<file path="config.mk">
export PLATFORM = sky130hd
export DESIGN_NAME = operand_fetch_stage
export DESIGN_NICKNAME = d
export VERILOG_FILES = /design/src/rtl/operand_fetch_stage_pkg.sv /design/src/rtl/operand_fetch_stage_bypass_mux.sv /design/src/rtl/operand_fetch_stage.sv
export SDC_FILE = /design/constraint.sdc
export NUM_CORES = 1
export LEC_CHECK = 0
export ABC_CLOCK_PERIOD_IN_PS = 3310
export BUFFER_PORTS_ARGS = -buffer_cell sky130_fd_sc_hd__buf_4
export CAP_MARGIN = 0
export CORE_ASPECT_RATIO = 1.5
export CORE_MARGIN = 4
export CORE_UTILIZATION = 42
export CTS_CLUSTER_DIAMETER = 120
export CTS_CLUSTER_SIZE = 30
export DETAILED_ROUTE_END_ITERATION = 6
export PLACE_DENSITY = 0.67
export SLEW_MARGIN = 20
export SYNTH_ARGS = -nofsm -noshare
export SYNTH_HDL_FRONTEND = slang
export SYNTH_HIERARCHICAL = 1
export SYNTH_SLANG_ARGS = --single-unit
</file>
<file path="constraint.sdc">
create_clock -name clk -period 3.31 [get_ports clk]
set_clock_uncertainty 0.2 [all_clocks]
set_input_delay 0 -clock clk [delete_from_list [all_inputs] [get_ports clk]]
set_output_delay 0 -clock clk [all_outputs]
set_load 0.01 [all_outputs]
</file>
<file path="src/rtl/operand_fetch_stage_pkg.sv">
// Shared widths and the held operand-entry layout for the operand fetch stage.
package operand_fetch_stage_pkg;

    localparam int DATA_W_DEF = 32;
    localparam int ADDR_W_DEF = 5;

    // One entry as presented to execute, plus the source fields kept for refresh.
    typedef struct packed {
        logic [DATA_W_DEF-1:0] a;
        logic [DATA_W_DEF-1:0] b;
        logic [ADDR_W_DEF-1:0] da;
        logic                  rw;
        logic [ADDR_W_DEF-1:0] aa;
        logic [ADDR_W_DEF-1:0] ba;
        logic                  mb;
    } operand_entry_t;

endpackage

</file>
<file path="src/rtl/operand_fetch_stage_bypass_mux.sv">
// Selects the writeback value over register-file data when the write targets addr.
module operand_bypass_mux #(
    parameter int DATA_W = 32,
    parameter int ADDR_W = 5
) (
    input  logic [ADDR_W-1:0] addr_i,
    input  logic [DATA_W-1:0] rf_data_i,
    input  logic              wb_rw_i,
    input  logic [ADDR_W-1:0] wb_da_i,
    input  logic [DATA_W-1:0] wb_data_i,
    output logic [DATA_W-1:0] data_o
);

    // Register 0 is writable, so no zero-address exception.
    always_comb begin
        data_o = (wb_rw_i && (wb_da_i == addr_i)) ? wb_data_i : rf_data_i;
    end

endmodule

</file>
<file path="src/rtl/operand_fetch_stage.sv">
// Operand fetch stage: drives register-file read ports, registers an operand
// pair for execute under valid/ready, and keeps a stalled entry coherent with
// writeback. Build option OPERAND_BYPASS_EN: forward writeback at capture;
// otherwise the stage stalls one cycle on a writeback hazard.
module operand_fetch_stage
    import operand_fetch_stage_pkg::*;
#(
    parameter int DATA_W = DATA_W_DEF,
    parameter int ADDR_W = ADDR_W_DEF
) (
    input  logic              clk,
    input  logic              reset,
    input  logic              flush,
    input  logic              in_valid,
    output logic              in_ready,
    input  logic [ADDR_W-1:0] in_aa,
    input  logic [ADDR_W-1:0] in_ba,
    input  logic [ADDR_W-1:0] in_da,
    input  logic              in_rw,
    input  logic              in_mb,
    input  logic [DATA_W-1:0] in_imm,
    output logic [ADDR_W-1:0] rf_aa,
    output logic [ADDR_W-1:0] rf_ba,
    input  logic [DATA_W-1:0] rf_a_data,
    input  logic [DATA_W-1:0] rf_b_data,
    input  logic              wb_rw,
    input  logic [ADDR_W-1:0] wb_da,
    input  logic [DATA_W-1:0] wb_data,
    output logic              out_valid,
    input  logic              out_ready,
    output logic [DATA_W-1:0] out_a,
    output logic [DATA_W-1:0] out_b,
    output logic [ADDR_W-1:0] out_da,
    output logic              out_rw
);

    operand_entry_t    entry_q, entry_d;
    logic              valid_q, valid_d;
    logic              capture;
    logic              hazard;
    logic [DATA_W-1:0] cap_a, cap_b_reg;
    logic [DATA_W-1:0] ref_a, ref_b;

    assign rf_aa = in_aa;
    assign rf_ba = in_ba;

`ifdef OPERAND_BYPASS_EN
    operand_bypass_mux #(.DATA_W(DATA_W), .ADDR_W(ADDR_W)) u_cap_a (
        .addr_i(in_aa), .rf_data_i(rf_a_data), .wb_rw_i(wb_rw),
        .wb_da_i(wb_da), .wb_data_i(wb_data), .data_o(cap_a)
    );
    operand_bypass_mux #(.DATA_W(DATA_W), .ADDR_W(ADDR_W)) u_cap_b (
        .addr_i(in_ba), .rf_data_i(rf_b_data), .wb_rw_i(wb_rw),
        .wb_da_i(wb_da), .wb_data_i(wb_data), .data_o(cap_b_reg)
    );
    assign hazard = 1'b0;
`else
    // Raw capture; a same-cycle write to a used source holds the instruction
    // one cycle until the register file shows the new value.
    assign cap_a     = rf_a_data;
    assign cap_b_reg = rf_b_data;
    assign hazard    = wb_rw && ((wb_da == in_aa) || (!in_mb && (wb_da == in_ba)));
`endif

    // Refresh of a stalled entry; B only tracks a register when mb=0.
    operand_bypass_mux #(.DATA_W(DATA_W), .ADDR_W(ADDR_W)) u_ref_a (
        .addr_i(entry_q.aa), .rf_data_i(entry_q.a), .wb_rw_i(wb_rw),
        .wb_da_i(wb_da), .wb_data_i(wb_data), .data_o(ref_a)
    );
    operand_bypass_mux #(.DATA_W(DATA_W), .ADDR_W(ADDR_W)) u_ref_b (
        .addr_i(entry_q.ba), .rf_data_i(entry_q.b), .wb_rw_i(wb_rw && !entry_q.mb),
        .wb_da_i(wb_da), .wb_data_i(wb_data), .data_o(ref_b)
    );

    assign in_ready = (!valid_q || out_ready) && !hazard;
    assign capture  = in_valid && in_ready && !flush;

    // Next entry: flush > capture > pop > refresh while stalled.
    always_comb begin
        valid_d = valid_q;
        entry_d = entry_q;
        if (flush) begin
            valid_d = 1'b0;
        end else if (capture) begin
            valid_d    = 1'b1;
            entry_d.a  = cap_a;
            entry_d.b  = in_mb ? in_imm : cap_b_reg;
            entry_d.da = in_da;
            entry_d.rw = in_rw;
            entry_d.aa = in_aa;
            entry_d.ba = in_ba;
            entry_d.mb = in_mb;
        end else if (valid_q && out_ready) begin
            valid_d = 1'b0;
        end else if (valid_q) begin
            entry_d.a = ref_a;
            entry_d.b = ref_b;
        end
    end

    // Entry register; reset drops everything immediately.
    always_ff @(posedge clk or posedge reset) begin
        if (reset) begin
            valid_q <= 1'b0;
            entry_q <= '0;
        end else begin
            valid_q <= valid_d;
            entry_q <= entry_d;
        end
    end

    assign out_valid = valid_q;
    assign out_a     = entry_q.a;
    assign out_b     = entry_q.b;
    assign out_da    = entry_q.da;
    assign out_rw    = entry_q.rw;

endmodule

</file>
==> results of run 1 <==
per-stage QoR:
stage | utilization, % | hold slack (ns) | worst slack, ns
2_1_floorplan | - | -0.134 | 0.985
3_3_place_gp | 51.1 | -0.0309 | 0.687
3_5_place_dp | 51.1 | -0.0321 | 0.654
logic make-up after synthesis:
family | after synthesis | synth area share, %
mux | 241 | 47.6
buf+inv | 108 | 15.2
flops | 82 | 32.6
xor+xnor | 20 | 2.78
simple gates | 15 | 1.49
compound gates | 2 | 0.318
Yosys cell counts, drive strengths merged:
master,n,area share (%)
buf,103,15
nor2,3,0.22
dfrtp,82,33
nand3b,1,0.12
inv,2,0.12
nor2b,2,0.20
xnor2,12,1.7
o21a,1,0.12
nand4,2,0.20
clkbuf,3,0.18
and3,2,0.20
nand2b,1,0.099
nand2,1,0.060
nor4,3,0.40
xor2,8,1.1
mux2i,96,15
mux2,145,32
o22ai,1,0.20
==> flow_metrics.tcl, run 1 <==
set metrics [dict create \
    synth_warnings 6 \
    row_count 54 \
    cts_sinks 82 \
    port-buffer-count 237 \
    ys_seq_area_share_pct 32.6 \
    gp_congestion 0.781 \
    syn_area_um2 6300 \
    synth_cells 468 \
    post_cts_buffers 0 \
    clockBufferDepth 2 \
    haltStage "clock tree synthesis" \
    synth_nets 624 \
    synth_cell_types 24 \
    cts_resized 0 \
    ys_ff_latch 82 \
    status "stopped before the end" \
    cts.htree.levels 3 \
    placedCellCount 805 \
    dp_hpwl_mm 11.4 \
    place_area_um2 7490 \
    cts_buffers 9 \
    start_util_pct 42.9 \
    tool.error "[ERROR RSZ-0060] Max buffer count reached." \
    root_buffer "clkbuf_16" \
    fp.dieW_um 108 \
    io_pins 238 \
    die_h_um 158 \
    avgSynthCellArea_um2 13.5 \
    cts_hold_buffers 167 \
]
==> inputs of run 2 (changes only) <==
Settings changed: CORE_ASPECT_RATIO 1.5 to not set, CORE_UTILIZATION 42 to 27, CTS_CLUSTER_DIAMETER 120 to not set, CTS_CLUSTER_SIZE 30 to not set, PLACE_DENSITY 0.67 to not set, PLACE_DENSITY_LB_ADDON set to 0.15.
==> run 2 against run 1 <==
Net effect:
- the flow now finishes without violations
- synthesized cell count unchanged
- area after synthesis unchanged
==> flow_metrics.tcl, run 2 <==
set metrics [dict create \
    crit_fanout 13 \
    crit_required_ns 3.33 \
    dr.first_iter.drc_count 116 \
    layout_commonest_cell "buf_4" \
    finalHoldViolCount 0 \
    drc_errors 0 \
    relSlewSlack_pct 56.2 \
    cts_tree "done" \
    seq_area_um2 2050 \
    ant_nets 0 \
    p_comb_share_pct 43.9 \
    setup-tns-final_ns 0 \
    cts_buffers 9 \
    power_frac_seq_pct 31.1 \
    dieArea_um2 25800 \
    cp-endpoint "out_a[0]$_DFFE_PP0P_" \
    r2r-end "out_a[0]$_DFFE_PP0P_" \
    syn_area_um2 6300 \
    grt_overflow 0 \
    synth_top_area_share_pct 32.6 \
    synth_warnings 6 \
    fp.dieW_um 161 \
    r2r_cells 8 \
    grt_max_degree 65 \
    multi_input_area_um2 3300 \
    avgSynthCellArea_um2 13.5 \
    cts_sinks 82 \
    wl_per_cell_um 16.3 \
    p_int_uw 3380 \
    maxCapViolCount 0 \
    power.density_nw_per_um2 474 \
    fin_crit_sh_pct 95.2 \
    clkPwrFrac_pct 25.0 \
    period_needed_ns 3.15 \
    worstMarginPinSlew_ns 0.657 \
    area_growth_syn_to_layout_pct 55.2 \
    cts.htree.levels 3 \
    yosys-top-cells-count "108 x mux2_4, 96 x mux2i_1, 82 x dfrtp_1, 80 x buf_4, 37 x mux2_2" \
    peakVddDrop_v 0.000282 \
    gp_congestion 0.718 \
    yosysMostFrequentCell "mux2_4" \
    swShare_pct 27.2 \
    port-buffer-count 237 \
    synthFlopType "dfrtp_1" \
    layout.nets 954 \
    stdcell_count 1116 \
    first_global_vias 5357 \
    antenna_found_initial 0 \
    fillers 2146 \
    end_kind "flop" \
    core_um2 22800 \
    grt_pass1_wl_mm 28.6 \
    synth_nets 624 \
    dr_total_vias 4672 \
    placedCellCount 921 \
    grt_usage_pct 13.8 \
    dp_hpwl_mm 12.1 \
    startpoint_type "flop" \
    clock_latency_ns 0.34 \
    io_pins 238 \
    hold_class "in -> async" \
    drive_gt1_share_pct 51.2 \
    synthArstFlopShare_pct 100 \
    clk_pin_slew_ns 0.06 \
    critical_path.startpoint "entry_q[7]$_DFFE_PP0P_" \
    worstPathArrival_ns 3.17 \
    ys_ff_latch 82 \
    synth_cell_types 24 \
    synth.area.top_cells "dfrtp_1 33%, mux2_4 26%, mux2i_1 15%, buf_4 9.5%, mux2_2 6.6%" \
    path_class "reg -> reg" \
    final_cell_mix "242 x buf_4, 179 x dlygate4sd3_1, 108 x mux2_4, 96 x mux2i_1, 82 x dfrtp_1" \
    synth_edf_count 0 \
    totalWireLength_mm 18.2 \
    leakage_uw 0.00444 \
    row_count 55 \
    rsz0062_at_grt "no" \
    max_freq_mhz 317 \
    clockBufferDepth 2 \
    p_sw_uw 1260 \
    die_h_um 161 \
    drv_slew 0 \
    status "completed" \
    antenna_cells 0 \
    ff2ff_setup_slack_ns 0.16 \
    post_cts_buffers 0 \
    setup-violations-final 0 \
    via_per_inst 4.19 \
    synth_cells 468 \
    start_util_pct 27.6 \
    dr.pass1.iters 4 \
    root_buffer "clkbuf_16" \
    r2r-start "entry_q[7]$_DFFE_PP0P_" \
    synth_top_cell_by_area "dfrtp_1" \
    ys_seq_area_share_pct 32.6 \
]
run 2: layer usage:
layer  wire length [um]  global-route usage, %  vias up
met3                946                   3.13       12
li1                   -                      -     2238
met5                  0                      0        -
met4                193                   3.57        0
met2               9370                   25.0      131
met1               7640                   16.5     2291
run 2: area by class of cell:
cell class	instances	area share (%)
Inverter	2	0.0896
Sequential cell	82	21.0
Timing Repair Buffer	425	37.7
Clock inverter	5	1.05
Multi-Input combinational cell	278	33.8
Clock buffer	11	2.38
Tap cell	313	4.01
run 2: power groups by stage:
stage	registers [uW]	clock network [uW]	logic, uW
2_1_floorplan	1400	0	1320
4_1_cts	1440	1220	2040
3_5_place_dp	1460	0	1630
6_report	1440	1160	2030
5_1_grt	1480	1240	2190
3_3_place_gp	1450	0	1610
run 2: metrics by stage:
step / utilization, % / total power, uW / setup slack, ns / hold slack, ns / cell area, um^2
5_1_grt: 42.9 / 4910 / 0.0233 / 0.165 / 9770
2_1_floorplan: - / 2710 / 0.985 / -0.134 / 6300
6_report: 42.9 / 4640 / 0.160 / 0.100 / 9770
4_1_cts: 42.9 / 4700 / 0.0662 / 0.113 / 9770
3_5_place_dp: 33.5 / 3090 / 0.633 / -0.0816 / 7640
3_3_place_gp: 33.5 / 3050 / 0.659 / -0.0773 / 7640
run 2: cell families (layout without fill, tap and decap cells):
logic type      Yosys count  after routing  share of synthesized area, %
mux                     241            241                          47.6
buf+inv                 108            443                          15.2
flops                    82             82                          32.6
xor+xnor                 20             20                          2.78
simple gates             15             15                          1.49
compound gates            2              2                         0.318
run 2: what timing repair did:
action / in CTS / in global routing
hold buffers: 179 / 0
hold endpoints to repair: 113 / 0
setup endpoints to repair: 0 / 18
resized for setup: 0 / 1
run 2: critical path, cell delays in order, from the launching register on:
cell	delay [ns]
dfrtp_1	0.39
xor2_1	0.17
nor4_1	0.28
and3_2	0.25
buf_4	0.29
mux2_2	0.37
mux2_2	0.26
mux2_4	0.26
dlygate4sd3_1	0.56
run 2: worst min path at each step:
stage                            end  slack, ns  cells past startpoint
5_1_grt        out_b[17]$_DFFE_PP0P_       0.16                      3
3_5_place_dp   out_a[14]$_DFFE_PP0P_      -0.08                      2
6_report       out_a[14]$_DFFE_PP0P_        0.1                      3
2_1_floorplan  out_valid$_DFFE_PP0P_      -0.13                      1
3_3_place_gp   out_a[14]$_DFFE_PP0P_      -0.08                      2
4_1_cts        out_a[14]$_DFFE_PP0P_       0.11                      3
(Power assumes the default switching activity.)
==> inputs of run 3 (changes only) <==
Settings changed: CORE_UTILIZATION 27 to 48, SYNTH_HIERARCHICAL 1 to not set.
==> run 3 against run 2 <==
Net effect:
- the flow now stops in clock tree synthesis
- area after synthesis decreased by 18%
- synthesized cell count decreased by 15%
==> flow_metrics.tcl, run 3 <==
set metrics [dict create \
    synth_mux_area_share_pct 39.9 \
    avgSynthCellArea_um2 12.9 \
    post_cts_buffers 0 \
    synthAdderAreaFrac_pct 0 \
    fp.dieW_um 111 \
    synth_warnings 0 \
    ys_seq_area_share_pct 39.9 \
    cts_resized 0 \
    haltStage "clock tree synthesis" \
    synth_xor_area_share_pct 3.41 \
    io_pins 238 \
    clockBufferDepth 2 \
    yosys.area_share.simple_pct 1.85 \
    synthFlopType "dfrtp_1" \
    yosysMostFrequentCell "mux2i_1" \
    synth_top_area_share_pct 39.9 \
    synth-compound-area-share_pct 0.511 \
    synth_cell_types 26 \
    synth.area.top_cells "dfrtp_1 40%, mux2i_1 19%, mux2_4 14%, buf_4 12%, mux2_2 7.2%" \
    synth_nets 554 \
    start_util_pct 49.6 \
    cts.htree.levels 3 \
    synthArstFlopShare_pct 100 \
    port-buffer-count 237 \
    dp_hpwl_mm 9.56 \
    cts_sinks 82 \
    tool.error "[ERROR RSZ-0060] Max buffer count reached." \
    die_h_um 111 \
    status "stopped before the end" \
    cts_hold_buffers 140 \
    ys_ff_latch 82 \
    synth_edf_count 0 \
    synth_cells 398 \
    yosys-top-cells-count "96 x mux2i_1, 82 x dfrtp_1, 80 x buf_4, 48 x mux2_4, 33 x mux2_2" \
    synth_top_family_by_area "multiplexers" \
    row_count 37 \
    root_buffer "clkbuf_8" \
    cts_buffers 9 \
    gp_congestion 0.827 \
    syn_area_um2 5140 \
    synth_top_cell_by_area "dfrtp_1" \
]
run 3: cell count changes after synthesis, sizes merged, moves of 2 or more:
cell    change
and3        -2
buf         -7
clkbuf      +3
mux2       -64
nand4       +2
nor2        -2
nor4        -3
xnor2       +4
xor2        -4
run 3: cells by family after synthesis:
group                  after synthesis
flip-flops                          82
multiplexers                       177
buffers and inverters              103
XOR/XNOR                            20
AO/OA/AOI/OAI                        3
AND/OR/NAND/NOR                     13
run 3: through the flow:
stage	hold WS (ns)	instance area (um^2)	cells	setup WS, ns
after floorplan	-0.137	5140	398	1.00
after global placement	-0.0979	6450	676	0.807
after detailed placement	-0.108	6450	676	0.736
